**config.mk**
```make
export PLATFORM = sky130hd
export DESIGN_NAME = mips_controller
export DESIGN_NICKNAME = d
export VERILOG_FILES = /design/src/rtl/mips_controller_pkg.sv /design/src/rtl/mips_controller_alu_decoder.sv /design/src/rtl/mips_controller.sv
export SDC_FILE = /design/constraint.sdc
export NUM_CORES = 1
export LEC_CHECK = 0
export ABC_CLOCK_PERIOD_IN_PS = 4550
export CAP_MARGIN = 20
export CORE_MARGIN = 3
export CORE_UTILIZATION = 40
export CTS_CLUSTER_DIAMETER = 30
export CTS_CLUSTER_SIZE = 25
export DETAILED_ROUTE_END_ITERATION = 10
export DONT_BUFFER_PORTS = 1
export SYNTH_ARGS = -nofsm -noshare
export SYNTH_HDL_FRONTEND = slang
export SYNTH_HIERARCHICAL = 1
export SYNTH_SLANG_ARGS = --single-unit
```
**constraint.sdc**
```tcl
create_clock -name clk -period 4.55 [get_ports clk]
set_input_delay 0.455 -clock clk [delete_from_list [all_inputs] [get_ports clk]]
set_output_delay 0.455 -clock clk [all_outputs]
set_load 0.03 [all_outputs]
```
**src/rtl/mips_controller_pkg.sv**
```systemverilog
`default_nettype none
// ============================================================================
// Module   : mips_controller_pkg
// Purpose  : Shared codes for the 8-bit multicycle MIPS control path:
//            FSM state encodings, opcode/funct values, ALU op classes and
//            ALU control codes.
// Revision : 1.0 - initial release
// ============================================================================
package mips_controller_pkg;

  // FSM states; FETCH1 must stay 0 so the reset state is all-zero
  localparam logic [3:0] S_FETCH1  = 4'd0;
  localparam logic [3:0] S_FETCH2  = 4'd1;
  localparam logic [3:0] S_FETCH3  = 4'd2;
  localparam logic [3:0] S_FETCH4  = 4'd3;
  localparam logic [3:0] S_DECODE  = 4'd4;
  localparam logic [3:0] S_MEMADR  = 4'd5;
  localparam logic [3:0] S_LBRD    = 4'd6;
  localparam logic [3:0] S_LBWR    = 4'd7;
  localparam logic [3:0] S_SBWR    = 4'd8;
  localparam logic [3:0] S_RTYPEEX = 4'd9;
  localparam logic [3:0] S_RTYPEWR = 4'd10;
  localparam logic [3:0] S_BEQEX   = 4'd11;
  localparam logic [3:0] S_JEX     = 4'd12;
  localparam logic [3:0] S_ADDIEX  = 4'd13;
  localparam logic [3:0] S_ADDIWR  = 4'd14;

  // Opcodes, instr[31:26]
  localparam logic [5:0] OP_LB    = 6'b100000;
  localparam logic [5:0] OP_SB    = 6'b101000;
  localparam logic [5:0] OP_RTYPE = 6'b000000;
  localparam logic [5:0] OP_BEQ   = 6'b000100;
  localparam logic [5:0] OP_J     = 6'b000010;
  localparam logic [5:0] OP_ADDI  = 6'b001000;

  // R-type function codes, instr[5:0]
  localparam logic [5:0] FN_ADD = 6'b100000;
  localparam logic [5:0] FN_SUB = 6'b100010;
  localparam logic [5:0] FN_AND = 6'b100100;
  localparam logic [5:0] FN_OR  = 6'b100101;
  localparam logic [5:0] FN_SLT = 6'b101010;

  // ALU op class handed from the FSM to the ALU decoder
  localparam logic [1:0] ALUOP_ADD   = 2'b00;
  localparam logic [1:0] ALUOP_SUB   = 2'b01;
  localparam logic [1:0] ALUOP_FUNCT = 2'b10;

  // ALU control codes seen by the datapath
  localparam logic [2:0] ALU_AND = 3'b000;
  localparam logic [2:0] ALU_OR  = 3'b001;
  localparam logic [2:0] ALU_ADD = 3'b010;
  localparam logic [2:0] ALU_SUB = 3'b110;
  localparam logic [2:0] ALU_SLT = 3'b111;

endpackage
`default_nettype wire

```
**src/rtl/mips_controller_alu_decoder.sv**
```systemverilog
`default_nettype none
// ============================================================================
// Module   : mips_controller_alu_decoder
// Purpose  : Maps the FSM's ALU op class and the R-type funct field onto the
//            3-bit ALU control code. Purely combinational.
// Revision : 1.0 - initial release
// ============================================================================
module mips_controller_alu_decoder
  import mips_controller_pkg::*;
#(
  parameter int FUNCT_W = 6
) (
  input  logic [1:0]         aluop,
  input  logic [FUNCT_W-1:0] funct,
  output logic [2:0]         alucontrol
);

  // Select ALU function; unknown funct codes and the spare aluop fall back to add
  always_comb begin
    alucontrol = ALU_ADD;
    case (aluop)
      ALUOP_ADD: alucontrol = ALU_ADD;
      ALUOP_SUB: alucontrol = ALU_SUB;
      ALUOP_FUNCT: begin
        case (funct)
          FN_ADD:  alucontrol = ALU_ADD;
          FN_SUB:  alucontrol = ALU_SUB;
          FN_AND:  alucontrol = ALU_AND;
          FN_OR:   alucontrol = ALU_OR;
          FN_SLT:  alucontrol = ALU_SLT;
          default: alucontrol = ALU_ADD;
        endcase
      end
      default: alucontrol = ALU_ADD;
    endcase
  end

endmodule
`default_nettype wire

```
**src/rtl/mips_controller.sv**
```systemverilog
`default_nettype none
// ============================================================================
// Module   : mips_controller
// Purpose  : Multicycle Moore control FSM for the 8-bit MIPS datapath.
//            Fetches a 32-bit instruction one byte per cycle, decodes it and
//            sequences execute / memory / writeback states.
// Revision : 1.0 - initial release
// ============================================================================
module mips_controller
  import mips_controller_pkg::*;
#(
  parameter int OP_W    = 6,
  parameter int FUNCT_W = 6
) (
  input  logic               clk,
  input  logic               reset,       // asynchronous, active low
  input  logic [OP_W-1:0]    op,
  input  logic [FUNCT_W-1:0] funct,
  input  logic               zero,
  output logic               memread,
  output logic               memwrite,
  output logic               alusrca,
  output logic [1:0]         alusrcb,
  output logic               iord,
  output logic [3:0]         irwrite,
  output logic               memtoreg,
  output logic               regdst,
  output logic               regwrite,
  output logic               pcen,
  output logic [1:0]         pcsource,
  output logic [2:0]         alucontrol
);

  logic [3:0] state_q;
  logic [3:0] state_d;

  // Raw state decodes; the write-type strobes are gated by reset below
  logic       w_memread;
  logic       w_memwrite;
  logic [3:0] w_irwrite;
  logic       w_regwrite;
  logic       w_pcwrite;
  logic       w_branch;
  logic [1:0] w_aluop;

  // State register: the only flop in the controller
  always_ff @(posedge clk or negedge reset) begin
    if (!reset) state_q <= S_FETCH1;
    else        state_q <= state_d;
  end

  // Next-state logic; unsupported opcodes return to FETCH1 straight from DECODE
  always_comb begin
    state_d = S_FETCH1;
    case (state_q)
      S_FETCH1: state_d = S_FETCH2;
      S_FETCH2: state_d = S_FETCH3;
      S_FETCH3: state_d = S_FETCH4;
      S_FETCH4: state_d = S_DECODE;
      S_DECODE: begin
        case (op)
          OP_LB, OP_SB: state_d = S_MEMADR;
          OP_RTYPE:     state_d = S_RTYPEEX;
          OP_BEQ:       state_d = S_BEQEX;
          OP_J:         state_d = S_JEX;
          OP_ADDI:      state_d = S_ADDIEX;
          default:      state_d = S_FETCH1;
        endcase
      end
      S_MEMADR:  state_d = (op == OP_LB) ? S_LBRD : S_SBWR;
      S_LBRD:    state_d = S_LBWR;
      S_RTYPEEX: state_d = S_RTYPEWR;
      S_ADDIEX:  state_d = S_ADDIWR;
      default:   state_d = S_FETCH1;
    endcase
  end

  // Output decode from state only; every control defaults to 0 (ALU add)
  always_comb begin
    w_memread  = 1'b0;
    w_memwrite = 1'b0;
    w_irwrite  = 4'b0000;
    w_regwrite = 1'b0;
    w_pcwrite  = 1'b0;
    w_branch   = 1'b0;
    w_aluop    = ALUOP_ADD;
    alusrca    = 1'b0;
    alusrcb    = 2'b00;
    iord       = 1'b0;
    memtoreg   = 1'b0;
    regdst     = 1'b0;
    pcsource   = 2'b00;
    case (state_q)
      S_FETCH1, S_FETCH2, S_FETCH3, S_FETCH4: begin
        // PC + 1 through the ALU while the addressed byte lands in the IR
        w_memread = 1'b1;
        w_irwrite = 4'b0001 << state_q[1:0];
        alusrcb   = 2'b01;
        w_pcwrite = 1'b1;
      end
      S_DECODE: alusrcb = 2'b11;
      S_MEMADR: begin
        alusrca = 1'b1;
        alusrcb = 2'b10;
      end
      S_LBRD: begin
        w_memread = 1'b1;
        iord      = 1'b1;
      end
      S_LBWR: begin
        w_regwrite = 1'b1;
        memtoreg   = 1'b1;
      end
      S_SBWR: begin
        w_memwrite = 1'b1;
        iord       = 1'b1;
      end
      S_RTYPEEX: begin
        alusrca = 1'b1;
        w_aluop = ALUOP_FUNCT;
      end
      S_RTYPEWR: begin
        w_regwrite = 1'b1;
        regdst     = 1'b1;
      end
      S_BEQEX: begin
        alusrca  = 1'b1;
        w_aluop  = ALUOP_SUB;
        w_branch = 1'b1;
        pcsource = 2'b01;
      end
      S_JEX: begin
        w_pcwrite = 1'b1;
        pcsource  = 2'b10;
      end
      S_ADDIEX: begin
        alusrca = 1'b1;
        alusrcb = 2'b10;
      end
      S_ADDIWR: w_regwrite = 1'b1;
      default: ;
    endcase
  end

  // Reset low suppresses every strobe that could change architectural state
  assign memread  = w_memread  & reset;
  assign memwrite = w_memwrite & reset;
  assign irwrite  = w_irwrite  & {4{reset}};
  assign regwrite = w_regwrite & reset;
  assign pcen     = (w_pcwrite | (w_branch & zero)) & reset;

  mips_controller_alu_decoder #(
    .FUNCT_W (FUNCT_W)
  ) u_alu_decoder (
    .aluop      (w_aluop),
    .funct      (funct),
    .alucontrol (alucontrol)
  );

endmodule
`default_nettype wire

```
==> reports/metrics.cfg, run 1 <==
[layout]
num-nets-final=104
drive_gt1_share_pct=11.8
final_cells=100
top_regs=state_q x4
regMostFlops=state_q
largest_reg_flops=4
multiInputGateArea_um2=445
final_core_util_pct=45.3
seq_area_um2=100
fill_cells=146
diodes=0
area_delta_synth_final_pct=2.06

[status]
status=finished, final reports clean

[timing]
layout_setup_ws_ns=1.70
rsz0062_at_grt=false
slew_viol_final=0
fmax_mhz=351
worstMarginPinSlew_ns=0.964
period_share_pct=62.6
slew_headroom_pct=35.3
setup_viol=0
clock_skew_ns=0.00239
hold_violations=0
finalSetupTns_ns=0
finalCriticalPeriod_ns=2.85

[pwr]
power.share.clock_pct=13.1
power_density_nw_per_um2=570
power.internal_uw=142
seqPwrFrac_pct=27.4
combPwrFrac_pct=59.5
vdd_drop_max_v=0.000314
power.switching_uw=211
leakagePower_uw=0.000220
p_sw_share_pct=59.8

[clock_network]
cts-htree-levels=1
cts_setup_buffers=0
cts_buffer_depth=2
clk_latency_ns=0.24
tritoncts=yes
cts.sinks=4
cts_inserted_buffers=3
cts_root_buf=clkbuf_4
cts.clk_slew.worst_paths_ns=0.04

[floorplanning]
design.core.area_um2=1370
die_height_um=45.0
die_area_um2=2020
rows=13
die_x_um=45.0
io_pins=34
start_util_pct=44.4

[global_route]
grt_usage_pct=14.9
overflow=0
grt_pass1_vias=528
grt_start_max_net_pins=14
grt_pass1_wl_mm=2.22
antenna_found_initial=0

[setup_path]
cp-start-kind=flip-flop
r2r_cells=3
max_stage_delay_ns=0.55
reg2reg_to=state_q[1]
crit_end=alucontrol[2]
crit_type=flip-flop to primary output
rr_startpoint=state_q[1]
crit_slowest_cell=o22ai_1
worst_ep_required_time_ns=4.09
endpoint_kind=primary output
critPathMaxFanout=13
rrSetupSlack_ns=2.87
worstPathArrival_ns=2.39
cp-startpoint=state_q[2]
crit_chain=nand2b_1, nor2_1, inv_1, ha_1, nand4bb_1, o22ai_1

[detailed_routing]
drc_errors=0
ant_nets=0
drtIter0Drc=18
via_per_inst=6.22
wl_per_cell_um=14.7
vias=622
routed_wl_mm=1.47
firstDrtPassIters=4

[place]
placed_cells=96
hpwl_mm=1.13
io_buffers=0
place_ws_ns=1.96
gp_congestion=0.831

[logic_synthesis]
synth.distinct_cells=34
synth_edf_count=0
syn_nets=102
yosysSeqAreaShare_pct=16.5
syn_area_per_cell_um2=7.14
yosys-top-cells-area=dfrtp_1 16%, nor2_1 8.7%, a21oi_1 4.9%
async_flop_share_pct=100
ys_seq_elements=4
netlist_instances=85
synth_ff_type=dfrtp_1
yosysTopAreaCell=dfrtp_1
yosysWarnings=6
synth_top_cell_area_share_pct=16.5
post_synth_instance_area_um2=607

[worst_hold_path]
hold_depth=2
hp-class=input pin to flip-flop

[flow_run]
maxCapViolations=0

synth_stat cells (all sizes together) (2+ instances only):
| master | count |
|---|---|
| nor2 | 14 |
| a21oi | 6 |
| inv | 6 |
| nand2 | 6 |
| nor3 | 5 |
| dfrtp | 4 |
| a31oi | 3 |
| clkbuf | 3 |
| nand3 | 3 |
| nand4bb | 3 |
| or2b | 3 |
| or4 | 3 |
| and3 | 2 |
| ha | 2 |
| o21ai | 2 |
| o221ai | 2 |
| or2 | 2 |
| or3 | 2 |
| or3b | 2 |
critical path: cells and delay by family, from the launching register on:
| kind | cells | cell delay [ns] |
|---|---|---|
| simple gates | 3 | 0.70 |
| fa+ha+maj | 1 | 0.33 |
| flops | 1 | 0.50 |
| buf+inv | 1 | 0.06 |
| compound gates | 1 | 0.55 |
stage by stage:
stage                     instance area [µm²]  power [µW]  hold slack [ns]
after floorplan                           607         295            0.159
after global placement                    587         303            0.160
after detailed placement                  587         304            0.160
after CTS                                 619         354            0.456
after global routing                      619         379            0.467
final                                     619         353            0.467
worst min-delay path by stage:
stage          start          to  slack, ns
5_1_grt        op[5]  state_q[3]       0.47
6_report       op[5]  state_q[2]       0.47
2_1_floorplan  reset  state_q[0]       0.16
4_1_cts        op[5]  state_q[3]       0.46
3_5_place_dp   reset  state_q[1]       0.16
3_3_place_gp   reset  state_q[2]       0.16
cell usage in the layout (no fill, tap or decap):
cell,instances
nor2_1,14
inv_1,6
nor3b_1,1
mux2i_1,1
xor2_1,1
clkbuf_4,3
maj3_1,1
nand4bb_2,1
or2b_2,3
dlygate4sd3_1,1
a211oi_1,1
nand3_1,3
o22ai_1,1
a31oi_1,3
o21a_1,1
nand4bb_1,2
nand2_1,6
and3_1,2
or3b_1,1
or2_2,2
o211ai_1,1
a21oi_1,6
or4_1,3
or3_1,2
ha_1,2
nor4b_1,1
dfrtp_1,4
or3b_2,1
nand4_1,1
nand2b_1,1
nor3_1,5
o221ai_1,2
o21ai_0,2
timing repair:
action	CTS	global route
hold endpoints to repair	4	0
gates resized for setup	0	0
setup endpoints to repair	0	0
hold buffers	1	0
cells by family after synthesis:
logic type / count (synthesis) / share of synthesized area (%)
XOR/XNOR: 1 / 1.44
buffers and inverters: 10 / 10.1
adder cells (fa/ha/maj): 3 / 5.77
AO/OA/AOI/OAI: 17 / 17.3
multiplexers: 1 / 1.65
AND/OR/NAND/NOR: 49 / 47.2
flip-flops: 4 / 16.5
cell type report:
cell class / instances / share of cell area, %
sequential: 4 / 16.2
tap: 15 / 3.03
multi-input combinational: 71 / 71.9
inverter: 6 / 3.64
clock buffer: 3 / 3.64
timing repair buffer: 1 / 1.62
power by group through the flow:
| stage | logic (µW) | registers (µW) | clock network, µW |
|---|---|---|---|
| 2_1_floorplan | 236 | 59.6 | 0 |
| 3_3_place_gp | 209 | 94.0 | 0 |
| 3_5_place_dp | 208 | 95.9 | 0 |
| 4_1_cts | 210 | 95.8 | 47.6 |
| 5_1_grt | 226 | 101 | 51.8 |
| 6_report | 210 | 96.5 | 46.3 |
layer usage:
layer / track usage, % / up-vias / wire length (µm)
met1: 19.4 / 275 / 692
met4: 3.51 / 0 / 0
li1: - / 311 / -
met2: 21.8 / 36 / 605
met5: 0 / - / 0
met3: 7.57 / 0 / 168
No activity file was read; power rests on OpenSTA's default activity.
==> run 2, diff against run 1 <==
Settings changed: ABC_CLOCK_PERIOD_IN_PS 4550 to 2700.
Clock period 4.55 ns to 2.7 ns, I/O delays scaled along.
==> run 2 against run 1 <==
  * Setup slack got worse by 1.4 ns
  * Clock skew shrank 0.0011 ns
  * Register-to-register slack lost 1.9 ns
  * Sequential power grew 54%
  * Die area unchanged
  * Hold slack got worse by 0.17 ns
  * Utilization rose by 3.8 points
  * Final cell count rose by 7.0%
  * Clock power increased by 59%
  * Sequential cell count stayed put
  * Critical path type unchanged
  * Largest cell class unchanged
==> reports/metrics.cfg, run 2 (same netlist as run 1, synthesis figures left out) <==
[floorplanning]
die_x_um=45.0
die_area_um2=2020
start_util_pct=44.4
design.core.area_um2=1370
die_height_um=45.0
rows=13
io_pins=34

[place]
gp_congestion=0.772
hpwl_mm=1.13
place_area_um2=639
io_buffers=0

[setup_path]
worstPathArrival_ns=2.16
crit_type=flip-flop to primary output
critPathMaxFanout=12
r2r_cells=3
worst_ep_required_time_ns=2.43
endpoint_kind=primary output
cp-start-kind=flip-flop

[pwr]
vdd_drop_max_v=0.000471
leakagePower_uw=0.000256
power_density_nw_per_um2=904

[global_route]
overflow=0
grt_usage_pct=14.4
antenna_found_initial=0
grt_pass1_wl_mm=2.21
grt_start_max_net_pins=14
grt_pass1_vias=531

[timing]
slew_headroom_pct=55.6
finalSetupTns_ns=0
finalCriticalPeriod_ns=2.43
fmax_mhz=411
worstMarginPinSlew_ns=0.668
hold_violations=0
setup_viol=0
rsz0062_at_grt=false
period_share_pct=90.0
clock_skew_ns=0.00129
slew_viol_final=0

[clock_network]
cts-htree-levels=1
cts.clk_slew.worst_paths_ns=0.04
cts_inserted_buffers=3
cts_resized=0
tritoncts=yes
clk_latency_ns=0.23
cts_buffer_depth=2
cts.sinks=4
cts_root_buf=clkbuf_4

[detailed_routing]
drc_errors=0
routed_wl_mm=1.43
drtIter0Drc=13
ant_nets=0
wl_per_cell_um=13.4
via_per_inst=5.92
firstDrtPassIters=4
vias=633

[layout]
num-nets-final=111
largest_reg_flops=4
layout_common_cells=14 x nor2_1, 7 x buf_4, 6 x inv_1, 6 x nand2_1, 6 x a21oi_1
top_regs=state_q x4
diodes=0
drive_gt1_share_pct=18.5
area_delta_synth_final_pct=10.7
regMostFlops=state_q
fin_area_um2=672
final_common_cell=nor2_1

[worst_hold_path]
hp-class=input pin to flip-flop
hold_depth=2

[status]
status=finished, final reports clean

[flow_run]
maxCapViolations=0

-- run 2: changes by cell type in the layout (fill, tap and decap cells not counted) --
cell,before,now
buf_4,0,7
-- run 2: worst max-delay path, cell delays in order (launching register included) --
cell and delay [ns]:
dfrtp_1 0.57, or2b_2 0.38, nor2_1 0.14, ha_1 0.28
nand4bb_1 0.23, o22ai_1 0.15, buf_4 0.18
-- run 2: layout make-up --
class / count / area [µm²]
Tap cell: 15 / 18.8
Fill cell: 149 / 694
Timing Repair Buffer: 8 / 62.6
Clock buffer: 3 / 22.5
Multi-Input combinational cell: 71 / 445
Inverter: 6 / 22.5
Sequential cell: 4 / 100
-- run 2: where the power goes --
part | total [µW] | internal, µW | leakage, µW | switching, µW
Combinational | 385 | 121 | 0.000191 | 264
Sequential | 149 | 85.0 | 0.0000510 | 64.0
Clock | 73.7 | 49.7 | 0.0000138 | 24.0
Total | 608 | 256 | 0.000256 | 352
-- run 2: metal layers --
layer	GRT usage [%]	up-vias	routed length (µm)
li1	-	322	-
met1	20.5	282	671
met2	19.5	29	598
met3	5.58	0	161
met4	5.26	0	0
met5	0	-	0
-- run 2: final timing paths --
check | start | end | slack [ns]
setup / recovery | state_q[0] | alucontrol[2] | 0.27
hold / removal | op[5] | state_q[1] | 0.30
setup reg to reg | state_q[1] | state_q[3] | 1.01
hold reg to reg | state_q[3] | state_q[0] | 0.64
max in group asynchronous | reset | state_q[0] | 2.22
min in group asynchronous | reset | state_q[1] | 0.31
-- run 2: what timing repair did --
item,CTS,global route
endpoints found under the hold margin,4,0
setup buffers,0,0
hold buffers,1,0
-- run 2: stage by stage --
step	setup slack, ns	util (%)	power, µW	cells	hold WS, ns
after global placement	0.547	46.8	531	103	-0.0254
after floorplan	0.416	-	498	85	-0.0256
after CTS	0.270	49.2	611	107	0.289
final	0.269	49.2	608	107	0.299
after global routing	0.114	49.2	659	107	0.304
after detailed placement	0.529	46.8	531	103	-0.0254
==> run 3, diff against run 2 <==
Settings changed: CAP_MARGIN 20 to 15, CTS_BUF_LIST set to sky130_fd_sc_hd__clkbuf_2 sky130_fd_sc_hd__clkbuf_4 sky130_fd_sc_hd__clkbuf_8.
==> results of run 3 <==
No change in the layout: final DEF, timing and power equal those of run 2.
